## src/rtl/segment_pkg.sv

```systemverilog
`default_nettype none
// ============================================================================
//  Module   : segment_pkg
//  Purpose  : Shared seven-segment definitions. Holds the active-high digit
//             pattern table ({G,F,E,D,C,B,A}), the blank pattern, the decoder
//             FSM state encoding and a pattern-to-digit decode function.
//  Revision : 1.0 - initial release
// ============================================================================
package segment_pkg;

  // Active-high segment patterns, bit order {G,F,E,D,C,B,A}
  localparam logic [6:0] c_SEG_0     = 7'h3F;
  localparam logic [6:0] c_SEG_1     = 7'h06;
  localparam logic [6:0] c_SEG_2     = 7'h5B;
  localparam logic [6:0] c_SEG_3     = 7'h4F;
  localparam logic [6:0] c_SEG_4     = 7'h66;
  localparam logic [6:0] c_SEG_5     = 7'h6D;
  localparam logic [6:0] c_SEG_6     = 7'h7D;
  localparam logic [6:0] c_SEG_7     = 7'h07;
  localparam logic [6:0] c_SEG_8     = 7'h7F;
  localparam logic [6:0] c_SEG_9     = 7'h6F;
  localparam logic [6:0] c_SEG_A     = 7'h77;
  localparam logic [6:0] c_SEG_B     = 7'h7C;
  localparam logic [6:0] c_SEG_C     = 7'h39;
  localparam logic [6:0] c_SEG_D     = 7'h5E;
  localparam logic [6:0] c_SEG_E     = 7'h79;
  localparam logic [6:0] c_SEG_F     = 7'h71;
  localparam logic [6:0] c_SEG_BLANK = 7'h00;

  typedef enum logic [2:0] {
    S_IDLE    = 3'd0,
    S_SETTLE  = 3'd1,
    S_DIGIT   = 3'd2,
    S_BLANK   = 3'd3,
    S_INVALID = 3'd4
  } state_t;

  // Returns {legal, value}. Blank and unknown patterns both return legal=0;
  // callers separate blank from invalid themselves.
  function automatic logic [4:0] decode_pattern(input logic [6:0] pattern);
    logic [4:0] result;
    result = 5'b0_0000;
    case (pattern)
      c_SEG_0: result = {1'b1, 4'h0};
      c_SEG_1: result = {1'b1, 4'h1};
      c_SEG_2: result = {1'b1, 4'h2};
      c_SEG_3: result = {1'b1, 4'h3};
      c_SEG_4: result = {1'b1, 4'h4};
      c_SEG_5: result = {1'b1, 4'h5};
      c_SEG_6: result = {1'b1, 4'h6};
      c_SEG_7: result = {1'b1, 4'h7};
      c_SEG_8: result = {1'b1, 4'h8};
      c_SEG_9: result = {1'b1, 4'h9};
      c_SEG_A: result = {1'b1, 4'hA};
      c_SEG_B: result = {1'b1, 4'hB};
      c_SEG_C: result = {1'b1, 4'hC};
      c_SEG_D: result = {1'b1, 4'hD};
      c_SEG_E: result = {1'b1, 4'hE};
      c_SEG_F: result = {1'b1, 4'hF};
      default: result = 5'b0_0000;
    endcase
    return result;
  endfunction

endpackage
`default_nettype wire

```

## src/rtl/segment_sync.sv

```systemverilog
`default_nettype none
// ============================================================================
//  Module   : segment_sync
//  Purpose  : Parameterized-width two-flop synchronizer with a programmable
//             reset value, so idle lines can come out of reset at their
//             physical "off" level.
//  Ports    : i_Clk   - destination clock
//             i_Rst   - asynchronous active-high reset
//             i_Async - asynchronous input vector
//             o_Sync  - synchronized output vector (two flops of latency)
//  Revision : 1.0 - initial release
// ============================================================================
module segment_sync #(
  parameter int               WIDTH       = 7,
  parameter logic [WIDTH-1:0] RESET_VALUE = '0
) (
  input  logic             i_Clk,
  input  logic             i_Rst,
  input  logic [WIDTH-1:0] i_Async,
  output logic [WIDTH-1:0] o_Sync
);

  logic [WIDTH-1:0] meta_d, meta_q;
  logic [WIDTH-1:0] sync_d, sync_q;

  always_comb begin
    meta_d = i_Async;
    sync_d = meta_q;
  end

  always_ff @(posedge i_Clk or posedge i_Rst) begin
    if (i_Rst) begin
      meta_q <= RESET_VALUE;
      sync_q <= RESET_VALUE;
    end else begin
      meta_q <= meta_d;
      sync_q <= sync_d;
    end
  end

  assign o_Sync = sync_q;

endmodule
`default_nettype wire

```

## src/rtl/segment_decoder.sv

```systemverilog
`default_nettype none
// ============================================================================
//  Module   : segment_decoder
//  Purpose  : Recovers a 4-bit hex digit from seven-segment drive lines.
//             Lines are synchronized, a pattern must hold for STABLE_CYCLES
//             consecutive samples, then it is decoded to a digit, blank, or
//             invalid pattern.
//  Ports    : i_Clk, i_Rst        - clock, asynchronous active-high reset
//             i_Seg_A .. i_Seg_G  - segment lines (asynchronous)
//             o_Value             - last accepted digit
//             o_Valid             - last accepted pattern was a digit
//             o_Change            - pulse: new or changed digit accepted
//             o_Invalid           - pulse: unrecognized pattern accepted
//             o_Err_Count         - saturating count of o_Invalid pulses
//  Revision : 1.0 - initial release
// ============================================================================
module segment_decoder
  import segment_pkg::*;
#(
  parameter int STABLE_CYCLES = 250000,
  parameter bit ACTIVE_LOW    = 1'b1
) (
  input  logic       i_Clk,
  input  logic       i_Rst,
  input  logic       i_Seg_A,
  input  logic       i_Seg_B,
  input  logic       i_Seg_C,
  input  logic       i_Seg_D,
  input  logic       i_Seg_E,
  input  logic       i_Seg_F,
  input  logic       i_Seg_G,
  output logic [3:0] o_Value,
  output logic       o_Valid,
  output logic       o_Change,
  output logic       o_Invalid,
  output logic [7:0] o_Err_Count
);

  localparam int               CNT_W   = (STABLE_CYCLES > 2) ? $clog2(STABLE_CYCLES) : 1;
  localparam logic [CNT_W-1:0] CNT_MAX = CNT_W'(STABLE_CYCLES - 1);
  localparam logic [6:0]       SEG_OFF = ACTIVE_LOW ? 7'h7F : 7'h00;

  // --------------------------------------------------------------------------
  // Synchronize and normalize to active-high {G,F,E,D,C,B,A}
  // --------------------------------------------------------------------------
  logic [6:0] seg_raw;
  logic [6:0] seg_sync;
  logic [6:0] pattern;

  assign seg_raw = {i_Seg_G, i_Seg_F, i_Seg_E, i_Seg_D, i_Seg_C, i_Seg_B, i_Seg_A};

  segment_sync #(
    .WIDTH       (7),
    .RESET_VALUE (SEG_OFF)
  ) u_sync (
    .i_Clk   (i_Clk),
    .i_Rst   (i_Rst),
    .i_Async (seg_raw),
    .o_Sync  (seg_sync)
  );

  generate
    if (ACTIVE_LOW) begin : g_active_low
      assign pattern = ~seg_sync;
    end else begin : g_active_high
      assign pattern = seg_sync;
    end
  endgenerate

  // --------------------------------------------------------------------------
  // State
  // --------------------------------------------------------------------------
  state_t           state_d,   state_q;
  logic [6:0]       cand_d,    cand_q;
  logic [CNT_W-1:0] cnt_d,     cnt_q;
  logic [3:0]       value_d,   value_q;
  logic             valid_d,   valid_q;
  logic             change_d,  change_q;
  logic             invalid_d, invalid_q;
  logic [7:0]       err_d,     err_q;

  logic [4:0] cand_dec;
  logic       cand_legal;
  logic [3:0] cand_value;
  logic       settling;

  assign cand_dec   = decode_pattern(cand_q);
  assign cand_legal = cand_dec[4];
  assign cand_value = cand_dec[3:0];
  // S_IDLE is just a settle phase whose candidate starts out blank
  assign settling   = (state_q == S_IDLE) || (state_q == S_SETTLE);

  always_comb begin
    state_d   = state_q;
    cand_d    = cand_q;
    cnt_d     = cnt_q;
    value_d   = value_q;
    valid_d   = valid_q;
    change_d  = 1'b0;
    invalid_d = 1'b0;
    err_d     = err_q;

    if (pattern != cand_q) begin
      // A new pattern always wins, even on the cycle the count saturates
      cand_d  = pattern;
      cnt_d   = '0;
      state_d = S_SETTLE;
    end else begin
      if (cnt_q != CNT_MAX) begin
        cnt_d = cnt_q + CNT_W'(1);
      end
      if (settling && (cnt_q == CNT_MAX)) begin
        if (cand_q == c_SEG_BLANK) begin
          state_d = S_BLANK;
          valid_d = 1'b0;
        end else if (cand_legal) begin
          state_d  = S_DIGIT;
          value_d  = cand_value;
          valid_d  = 1'b1;
          // valid_q low means the previous decision was blank/invalid/reset
          change_d = !valid_q || (value_q != cand_value);
        end else begin
          state_d   = S_INVALID;
          valid_d   = 1'b0;
          invalid_d = 1'b1;
          if (err_q != 8'hFF) begin
            err_d = err_q + 8'd1;
          end
        end
      end
    end
  end

  always_ff @(posedge i_Clk or posedge i_Rst) begin
    if (i_Rst) begin
      state_q   <= S_IDLE;
      cand_q    <= c_SEG_BLANK;
      cnt_q     <= '0;
      value_q   <= 4'h0;
      valid_q   <= 1'b0;
      change_q  <= 1'b0;
      invalid_q <= 1'b0;
      err_q     <= 8'h00;
    end else begin
      state_q   <= state_d;
      cand_q    <= cand_d;
      cnt_q     <= cnt_d;
      value_q   <= value_d;
      valid_q   <= valid_d;
      change_q  <= change_d;
      invalid_q <= invalid_d;
      err_q     <= err_d;
    end
  end

  assign o_Value     = value_q;
  assign o_Valid     = valid_q;
  assign o_Change    = change_q;
  assign o_Invalid   = invalid_q;
  assign o_Err_Count = err_q;

endmodule
`default_nettype wire

```

## config.mk

```make
export PLATFORM = sky130hd
export DESIGN_NAME = segment_decoder
export DESIGN_NICKNAME = d
export VERILOG_FILES = /design/src/rtl/segment_pkg.sv /design/src/rtl/segment_sync.sv /design/src/rtl/segment_decoder.sv
export SDC_FILE = /design/constraint.sdc
export NUM_CORES = 1
export LEC_CHECK = 0
export BUFFER_PORTS_ARGS = -buffer_cell sky130_fd_sc_hd__buf_2
export CAP_MARGIN = 20
export CORE_AREA = 2 2 70 72
export CTS_CLUSTER_DIAMETER = 60
export DETAILED_ROUTE_END_ITERATION = 8
export DIE_AREA = 0 0 72 74
export PLACE_DENSITY = 0.84
export SLEW_MARGIN = 20
export SYNTH_ARGS = -nofsm -noshare
export SYNTH_HDL_FRONTEND = slang
export SYNTH_SLANG_ARGS = --single-unit
```

## constraint.sdc

```tcl
create_clock -name i_Clk -period 6.8 [get_ports i_Clk]
set_input_delay 0.68 -clock i_Clk [delete_from_list [all_inputs] [get_ports i_Clk]]
set_output_delay 0.68 -clock i_Clk [all_outputs]
set_load 0.02 [all_outputs]
```

==> qor.txt, run 1 <==
CTS Hold Bufs = 0
Post-DP Area = 2880 um2
DR vias = 1780
later-pin clock latency in the skew report = 0.31 ns
critical path arrival = 3.63 ns
Clock Sinks = 56
CTS Buf Count = 5
Worst Tran Pin Value = 0.926 ns
CTS H-Tree Depth = 2
Starting DRT DRC Count = 195
post-cts resize count = 0
synth unique cells = 57
syn_nets = 262
Final Setup Violations = 0
hold path startpoint = u_sync.meta_q[0]$_DFF_PP1_
commonest non-fill, non-tap cell in the layout = dfrtp_1
reg-to-reg endpoint = o_Err_Count[7]$_DFFE_PP0P_
max_cap viols = 0
syn avg cell area = 11.0 um2
internal power = 0.427 mW
fraction of power spent switching nets = 0.236
Setup Fix Bufs, Post-CTS = 0
register area share after synthesis = 0.515
RSZ-0062 raised after global routing = no
Worst setup EP type = flip-flop
register bit total from synthesis = 56
commonest non-fill, non-tap cells in the layout = dfrtp_1 (42), nor2_1 (27), buf_2 (23)
Worst Reg-to-Reg Cells = 6
vias in the first global route = 1771
Final nets = 282
Vias/cell = 5.46
FP Rows = 25
area grow syn2layout = 7.67%
IO Port Bufs = 23
post-route ant nets = 0
Final period util = 0.504
Diodes inserted = 0
largest net degree at the start of global routing = 57
Detailed Routing Iterations Pass 1 = 4
WS Path Type = reg -> reg
DP Cell Count = 318
Finished Core Util = 0.646
fin. max-slew vios = 0
Detailed Place HPWL = 3.00 mm
Pleak = 1.37 nW
worst min-delay path class = reg -> reg
Post-Synthesis Cells = 251
die area = 5330 um2
Main synth FF type = dfrtp_1
antenna violations before repair = 0
r2r startpoint = cand_q[2]$_DFFE_PP0N_
final hold violations = 0
post-layout min period = 3.43 ns
status = finished clean
CP required = 7.00 ns
fraction of layout cells with a size suffix above 1 = 0.243
Slew Limit Headroom = 0.381
CTS tree = yes
final instance area = 2970 um2
Setup TNS = 0 ns
Ports = 24
clock group share of total power = 0.326
peak supply drop = 0.000173 V
Hold Crit Depth = 0
Gate power share = 0.046
Core Region = 4600 um2
non-filler cells, final = 326
Max clock buf depth = 2
Reg clk slew, reported paths = 0.10 ns
grt ovf = 0
WHS Endpoint = u_sync.o_Sync[0]$_DFF_PP1_
Yosys warning count = 0
Die Wd = 72 um
global-route wire length before repair = 7.91 mm
Starting Density = 0.600
CP Launch Type = flip-flop
reg2reg setup slack = 3.37 ns
Post-Route WL = 4.32 mm
DR WL/cell = 13.3 um
# DRC = 0
clk root buf = clkbuf_8
Seq pwr share = 0.628
Max Clk Rate = 292 MHz
Placer Congestion = 0.869
clk_skew = 0.00667 ns
total track usage = 0.188
share of synthesized registers carrying an async set or reset = 1.00
Cell Area, Synth = 2760 um2
Crit Path Max Fanout = 23
P per Cell Area = 188 nW/um2
Sw Pwr = 0.132 mW
chip height = 74 um
EDFF count, synth = 0
==> logic make-up (layout without fill, tap and decap cells) <==
| logic type | count (synthesis) | count (layout) | synth area share |
|---|---|---|---|
| buffers and inverters | 22 | 43 | 0.0404 |
| xor gates and xnor gates | 33 | 33 | 0.105 |
| adders and majority gates | 2 | 2 | 0.00907 |
| and+or+nand+nor | 111 | 111 | 0.252 |
| DFF | 56 | 56 | 0.515 |
| muxes | 8 | 8 | 0.0358 |
| AOI/OAI and AO/OA | 19 | 19 | 0.0436 |
==> state kept, by name (all words and copies together), names as in the netlist, 2 cells and up <==
register       flops
o_Value            4
cnt_q             18
state_q            2
u_sync.o_Sync      7
u_sync.meta_q      7
o_Err_Count        8
cand_q             7
==> how the worst max path moves through the flow <==
stage,startpoint,endpoint,slack [ns]
after floorplan,cnt_q[0]$_DFFE_PP0P_,o_Err_Count[7]$_DFFE_PP0P_,4.06
after global placement,cand_q[2]$_DFFE_PP0N_,o_Err_Count[7]$_DFFE_PP0P_,3.41
after global routing,cand_q[2]$_DFFE_PP0N_,o_Err_Count[7]$_DFFE_PP0P_,3.10
final,cand_q[2]$_DFFE_PP0N_,o_Err_Count[7]$_DFFE_PP0P_,3.37
after detailed placement,cand_q[2]$_DFFE_PP0N_,o_Err_Count[7]$_DFFE_PP0P_,3.34
after CTS,cand_q[5]$_DFFE_PP0N_,o_Err_Count[7]$_DFFE_PP0P_,3.36
==> per-layer routing <==
metal  vias to the layer above  global-route usage  wire [um]
met5                         -                   0          0
met4                         0              0.0650         53
met3                         5              0.0447        155
met2                        34               0.299       1960
met1                       838               0.257       2160
li1                        903                   -          -
==> power groups by stage <==
stage               Combinational, mW  Clock, mW  Sequential [mW]
detailed placement             0.0263          0            0.358
finish                         0.0258      0.182            0.351
CTS                            0.0264      0.189            0.351
global placement               0.0259          0            0.357
global route                   0.0298      0.202            0.353
floorplan                      0.0262          0            0.352
==> worst max-delay path, stage by stage (launching register included) <==
cell	delay [ns]
dfrtp_1	0.54
xnor2_1	0.19
nor4_1	0.25
nand4_1	0.77
or4_1	0.99
nor4_2	0.22
mux2_2	0.35
==> metrics by stage <==
| step | hold slack, ns | total power [mW] | setup slack [ns] |
|---|---|---|---|
| 3_5_place_dp | 0.347 | 0.384 | 3.34 |
| 6_report | 0.355 | 0.559 | 3.37 |
| 2_1_floorplan | 0.345 | 0.378 | 4.06 |
| 4_1_cts | 0.360 | 0.567 | 3.36 |
| 3_3_place_gp | 0.346 | 0.383 | 3.41 |
| 5_1_grt | 0.367 | 0.585 | 3.10 |
==> cell usage after synthesis (all sizes together) (2+ instances only) <==
master,count,share of area
xnor2,11,0.035
or4,3,0.0086
o31ai,2,0.0054
or4b,2,0.0086
nand2b,5,0.014
nor4bb,2,0.0073
o22ai,2,0.0045
nor4,6,0.024
inv,11,0.015
dfrtp,42,0.38
ha,2,0.0091
nand3,14,0.027
or3b,2,0.0064
nor4b,4,0.020
o21ai,2,0.0036
nor2b,2,0.0045
and3,9,0.020
nor2,27,0.037
nor3b,2,0.0054
or3,2,0.0050
dfstp,14,0.13
clkbuf,6,0.012
xor2,22,0.070
buf,5,0.014
nor3,2,0.0036
mux2i,2,0.0073
nand3b,4,0.011
mux2,6,0.029
a21oi,8,0.015
nand2,15,0.020
nand4,3,0.0068
==> cell type report <==
cell class | instances | area [um2]
fill | 383 | 1630
sequential | 56 | 1420
multi-input combinational | 173 | 1230
timing repair buffer | 24 | 123
clock buffer | 5 | 68.8
tap | 54 | 67.6
inverter | 11 | 41.3
clock inverter | 3 | 22.5
Power figures use the tool's default switching activity.
==> run 2: changes to the inputs <==
ABC_AREA = 1   (was not set)
CORE_AREA = 2 2 73 75   (was 2 2 70 72)
DIE_AREA = 0 0 75 77   (was 0 0 72 74)
PLACE_DENSITY = 0.8   (was 0.84)
clock period = 3.3 ns   (was 6.8 ns; I/O delays follow)
==> qor.txt, run 2 <==
register bit total from synthesis = 56 (unchanged)
IO Port Bufs = 23 (unchanged)
leading area contributor after synthesis = dfrtp_1
global-route wire length before repair = 9.09 mm (+15%)
syn_nets = 369 (+41%)
multi-input logic area = 1260 um2 (+2.7%)
Vias/cell = 5.10 (-6.6%)
CTS Hold Bufs = 0 (unchanged)
Fill cells = 420 (+9.7%)
chip height = 77 um (+4.1%)
top-count cell post-synth = nand2_1
status = finished clean
slowest CP cell = dfstp_2
RSZ-0062 raised after global routing = no
max_cap viols = 0 (unchanged)
clk_skew = 0.0106 ns (+0.00396 ns)
crit-path cells = inv_1 > nand2_1 > nand4_1 > nor2_1 > nand2_1 > inv_1 > nand3_1 > nor2_8 > nand2_4 > nand2_1 > nand2_1
Ports = 24 (unchanged)
total track usage = 0.200 (+0.0116)
commonest non-fill, non-tap cell in the layout = nand2_1
Worst Reg-to-Reg Cells = 11 (+5)
DR WL/cell = 11.4 um (-14%)
Yosys warning count = 0 (unchanged)
Worst setup EP type = flip-flop
area grow syn2layout = 10.7%
Core Region = 4980 um2 (+8.2%)
CTS tree = yes
post-cts resize count = 0 (unchanged)
Cell Area, Synth = 2870 um2 (+3.9%)
antenna violations before repair = 0 (unchanged)
Diodes inserted = 0 (unchanged)
Reg clk slew, reported paths = 0.11 ns (about the same)
later-pin clock latency in the skew report = 0.32 ns (about the same)
Final Setup Violations = 0 (unchanged)
CP Launch Type = flip-flop
Max Clk Rate = 441 MHz (+51%)
CTS H-Tree Depth = 2 (unchanged)
grt ovf = 0 (unchanged)
post-route ant nets = 0 (unchanged)
FP Rows = 26 (+4.0%)
Starting Density = 0.576 (-0.0241)
Crit Path Max Fanout = 12 (-48%)
synth unique cells = 28 (-51%)
Detailed Place HPWL = 3.88 mm (+29%)
fin. max-slew vios = 0 (unchanged)
Detailed Routing Iterations Pass 1 = 4 (unchanged)
Worst Tran Pin Value = 0.769 ns (-0.156 ns)
Post-Synthesis Cells = 358 (+43%)
critical path arrival = 2.49 ns (-1.14 ns)
DR vias = 2325 (+31%)
register area share after synthesis = 0.495 (-0.0193)
Setup Fix Bufs, Post-CTS = 0 (unchanged)
Max clock buf depth = 2 (unchanged)
Post-synth top cells = nand2_1 (95), dfrtp_1 (42), nor2_1 (42)
clk root buf = clkbuf_8
commonest non-fill, non-tap cells in the layout = nand2_1 (95), nor2_1 (42), dfrtp_1 (42)
WS Path Type = reg -> reg
Final nets = 396 (+40%)
post-layout min period = 2.27 ns (-1.16 ns)
fraction of layout cells with a size suffix above 1 = 0.194 (-0.0483)
Placer Congestion = 0.893 (+2.7%)
# DRC = 0 (unchanged)
Pleak = 1.56 nW (+14%)
peak supply drop = 0.000338 V (+95%)
P per Cell Area = 385 nW/um2 (+100%)
Post-Route WL = 5.18 mm (+20%)
r2r startpoint = u_sync.o_Sync[0]$_DFF_PP1_
worst min-delay path class = in -> reg
EDFF count, synth = 0 (unchanged)
Final period util = 0.687 (+0.183)
Crit. Startpoint = u_sync.o_Sync[0]$_DFF_PP1_
largest reg by FF count = cnt_q
Slew Limit Headroom = 0.486 (+0.105)
FF+latch area = 1420 um2 (unchanged)
largest net degree at the start of global routing = 40 (-30%)
Critical Path Sink = o_Err_Count[4]$_DFFE_PP0P_
top cells by area, synth = dfrtp_1 (37%), dfstp_2 (13%), nand2_1 (12%)
vias in the first global route = 2187 (+23%)
top-area cell type share of the netlist area = 0.367 (-0.0143)
CP required = 3.52 ns (-3.48 ns)
die area = 5780 um2 (+8.4%)
Finished Core Util = 0.637 (-0.00846)
CTS Buf Count = 5 (unchanged)
reg2reg setup slack = 1.03 ns (-2.34 ns)
share of synthesized registers carrying an async set or reset = 1.00 (unchanged)
Clock Sinks = 56 (unchanged)
final hold violations = 0 (unchanged)
Starting DRT DRC Count = 100 (-49%)
Main synth FF type = dfrtp_1
CP peak stage delay = 0.54 ns (-0.45 ns)
CP most frequent cell = nand2_1
syn avg cell area = 8.00 um2 (-27%)
max FFs per register = 18 (unchanged)
Die Wd = 75 um (+4.2%)
Setup TNS = 0 ns (unchanged)
reg-to-reg endpoint = o_Err_Count[4]$_DFFE_PP0P_
==> run 2: area by class of cell <==
type                    count  area share
well taps                  70      0.0276
clock buffers               6      0.0296
repair buffers             24      0.0387
flip-flops and latches     56       0.447
inverters                  45      0.0533
multi-input cells         253       0.397
clock inverters             2     0.00631
==> run 2: kinds of logic after synthesis <==
logic type | Yosys count | share of synthesized area
simple gates | 212 | 0.348
flops | 56 | 0.495
buf+inv | 49 | 0.0651
compound gates | 29 | 0.0524
xor+xnor | 10 | 0.0306
fa+ha+maj | 2 | 0.00873
==> run 2: worst min-delay path by stage <==
stage / depth (start not counted) / to / slack [ns] / start
finish: 1 / u_sync.meta_q[3]$_DFF_PP1_ / 0.10 / i_Seg_D
detailed placement: 0 / u_sync.o_Sync[3]$_DFF_PP1_ / 0.35 / u_sync.meta_q[3]$_DFF_PP1_
global route: 1 / u_sync.meta_q[0]$_DFF_PP1_ / 0.08 / i_Seg_A
CTS: 1 / u_sync.meta_q[0]$_DFF_PP1_ / 0.09 / i_Seg_A
global placement: 0 / u_sync.o_Sync[5]$_DFF_PP1_ / 0.35 / u_sync.meta_q[5]$_DFF_PP1_
floorplan: 0 / u_sync.meta_q[0]$_DFF_PP1_ / 0.33 / i_Seg_A
==> run 2: through the flow <==
stage | cell area [um2] | total power, mW | hold WS [ns] | std cells | worst slack (ns)
4_1_cts | 3170 | 1.24 | 0.0883 | 456 | 1.05
5_1_grt | 3170 | 1.27 | 0.0818 | 456 | 0.733
3_3_place_gp | 3060 | 0.792 | 0.346 | 448 | 1.10
2_1_floorplan | 2870 | 0.776 | 0.334 | 358 | 1.62
6_report | 3170 | 1.22 | 0.103 | 456 | 1.03
3_5_place_dp | 3060 | 0.794 | 0.347 | 448 | 1.06
==> run 2: critical path: cells and delay by family (launching register included) <==
family,cells,cell delay [ns]
buf+inv,2,0.42
flops,1,0.54
simple gates,9,1.22
==> run 2: where the power goes <==
part           switching [mW]  total [mW]  internal (mW)  leakage, nW
Clock                   0.237       0.441          0.204       0.0589
Combinational          0.0424      0.0615         0.0191        0.785
Sequential             0.0119       0.718          0.706        0.718
Total                   0.291        1.22          0.929         1.56
==> run 2: routing by layer <==
metal  global-route usage  wire, um  up-vias
li1                     -         -     1182
met1                0.252      2340     1083
met2                0.336      2550       51
met3               0.0355       206        9
met4               0.0732        86        0
met5                    0         0        -
==> run 3: changes to the inputs <==
ABC_AREA = 0   (was 1)
CORE_AREA = 2 2 72 74   (was 2 2 73 75)
DIE_AREA = 0 0 74 76   (was 0 0 75 77)
clock period = 2.15 ns   (was 3.3 ns; I/O delays follow)
==> qor.txt, run 3 (synthesized netlist as in run 1, its figures left out) <==
worst min-delay path class = reg -> reg
Post-Route WL = 5.69 mm (+9.8%)
Worst setup EP type = flip-flop
post-layout min period = 2.74 ns (+0.470 ns)
Finished Core Util = 0.740 (+0.102)
r2r startpoint = cnt_q[0]$_DFFE_PP0P_
# DRC = 0 (unchanged)
area grow syn2layout = 31.8%
Setup TNS = -6.09 ns (-6.09 ns)
failing checks = setup timing
RSZ-0062 raised after global routing = yes
Detailed Place HPWL = 3.96 mm (+2.0%)
total track usage = 0.215 (+0.0148)
Post-DP Area = 3320 um2 (+8.5%)
clk_skew = 0.00512 ns (-0.00551 ns)
commonest non-fill, non-tap cells in the layout = buf_4 (53), dfrtp_1 (42), nor2_1 (26)
clk root buf = clkbuf_8
setup slack after layout = -0.586 ns (-1.62 ns)
multi-input logic area = 1330 um2 (+5.6%)
peak supply drop = 0.000478 V (+41%)
max FFs per register = 18 (unchanged)
Final nets = 348 (-12%)
Starting Density = 0.561 (-0.0143)
CTS tree = yes
Worst Tran Pin Value = 0.382 ns (-0.388 ns)
max_cap viols = 0 (unchanged)
status = complete, but fails checks
Slew Limit Headroom = 0.744 (+0.257)
hold path startpoint = u_sync.meta_q[4]$_DFF_PP1_
slowest CP cell = or4_4
commonest non-fill, non-tap cell in the layout = buf_4
FF+latch area = 1420 um2 (unchanged)
Clock Sinks = 56 (unchanged)
Max clock buf depth = 2 (unchanged)
vias in the first global route = 2175 (-0.55%)
largest net degree at the start of global routing = 23 (-43%)
CTS Buf Count = 5 (unchanged)
DP Cell Count = 388 (-13%)
Die Wd = 74 um (-1.3%)
fraction of layout cells with a size suffix above 1 = 0.417 (+0.223)
CP Launch Type = flip-flop
largest reg by FF count = cnt_q
critical path arrival = 2.97 ns (+0.48 ns)
Fill cells = 329 (-22%)
Ports = 24 (unchanged)
die area = 5620 um2 (-2.6%)
WS Path Type = reg -> reg
Crit Path Max Fanout = 4 (-8)
antenna violations before repair = 0 (unchanged)
hold slack = 0.361 ns (+0.258 ns)
Crit. Startpoint = cnt_q[0]$_DFFE_PP0P_
CP most frequent cell = or4_4
final instance area = 3630 um2 (+15%)
Detailed Routing Iterations Pass 1 = 4 (unchanged)
Starting DRT DRC Count = 103 (+3.0%)
grt ovf = 0 (unchanged)
FP Rows = 26 (unchanged)
CP peak stage delay = 0.49 ns (-0.05 ns)
CTS H-Tree Depth = 2 (unchanged)
crit-path cells = ha_2 > nand3_2 > or4b_1 > or4_4 > or4_4 > buf_6 > nor4_4 > xor2_1
global-route wire length before repair = 9.49 mm (+4.4%)
final hold violations = 0 (unchanged)
IO Port Bufs = 23 (unchanged)
chip height = 76 um (-1.3%)
DR vias = 2135 (-8.2%)
Pwr Total = 1.85 mW (+52%)
Diodes inserted = 0 (unchanged)
Max Clk Rate = 366 MHz (-17%)
Vias/cell = 5.23 (+2.6%)
later-pin clock latency in the skew report = 0.31 ns (about the same)
non-filler cells, final = 408 (-11%)
Final period util = 1.27 (+0.586)
DR WL/cell = 13.9 um (+23%)
Final Setup Violations = 15 (+15)
P per Cell Area = 509 nW/um2 (+32%)
Pleak = 1.72 nW (+10%)
post-route ant nets = 0 (unchanged)
Placer Congestion = 0.878 (-1.6%)
CP required = 2.39 ns (-1.13 ns)
fin. max-slew vios = 0 (unchanged)
Reg clk slew, reported paths = 0.10 ns (about the same)
worst slack at placement = -0.637 ns (-1.70 ns)
Core Region = 4910 um2 (-1.3%)
[run 3: changes by cell type in the layout (fill, tap and decap cells not counted), sizes merged, moves of 6 or more]
cell / previous run / this run
nand2: 105 / 15
buf: 24 / 82
inv: 47 / 13
nor2: 53 / 27
xor2: 5 / 22
nand3: 30 / 14
nor3: 14 / 2
o21ai: 14 / 2
and3: 0 / 9
dlygate4sd3: 0 / 8
mux2: 0 / 6
nor4: 0 / 6
xnor2: 5 / 11
[run 3: layout make-up]
| class | count | share of cell area |
|---|---|---|
| flip-flops and latches | 56 | 0.390 |
| inverters | 11 | 0.0114 |
| repair buffers | 90 | 0.182 |
| clock buffers | 5 | 0.0189 |
| clock inverters | 3 | 0.00723 |
| well taps | 70 | 0.0241 |
| multi-input cells | 173 | 0.366 |
[run 3: power breakdown]
| part | switching [mW] | internal, mW | total (mW) |
|---|---|---|---|
| clock network | 0.351 | 0.240 | 0.592 |
| logic | 0.0811 | 0.0788 | 0.160 |
| registers | 0.0156 | 1.08 | 1.10 |
[run 3: worst paths after layout]
path	to	slack [ns]	depth (start not counted)
min in group asynchronous	cand_q[1]$_DFFE_PP0N_	0.39	3
min reg2reg	u_sync.o_Sync[4]$_DFF_PP1_	0.36	0
max in group asynchronous	u_sync.o_Sync[3]$_DFF_PP1_	1.14	4
max reg2reg	o_Err_Count[3]$_DFFE_PP0P_	-0.59	8
min	u_sync.o_Sync[4]$_DFF_PP1_	0.36	0
max	o_Err_Count[3]$_DFFE_PP0P_	-0.59	8
[run 3: critical path: cells and delay by family (launching register included)]
kind                       cells  cell delay [ns]
and+or+nand+nor                5             1.77
DFF                            1             0.37
adders and majority gates      1             0.19
xor gates and xnor gates       1             0.17
buffers and inverters          1             0.16
[run 3: repair_timing]
item | CTS | global route
buffers inserted | 3 | 4
hold buffers | 8 | 0
setup endpoints to repair | 16 | 17
pin swaps | 4 | 9
resized for setup | 14 | 9
hold endpoints to repair | 9 | 0
[run 3: per-layer routing]
| metal | part of all wire | up-vias | GRT usage |
|---|---|---|---|
| li1 | - | 1042 | - |
| met1 | 0.43 | 1030 | 0.281 |
| met2 | 0.52 | 54 | 0.361 |
| met3 | 0.037 | 9 | 0.0384 |
| met4 | 0.015 | 0 | 0.0600 |
| met5 | 0 | - | 0 |
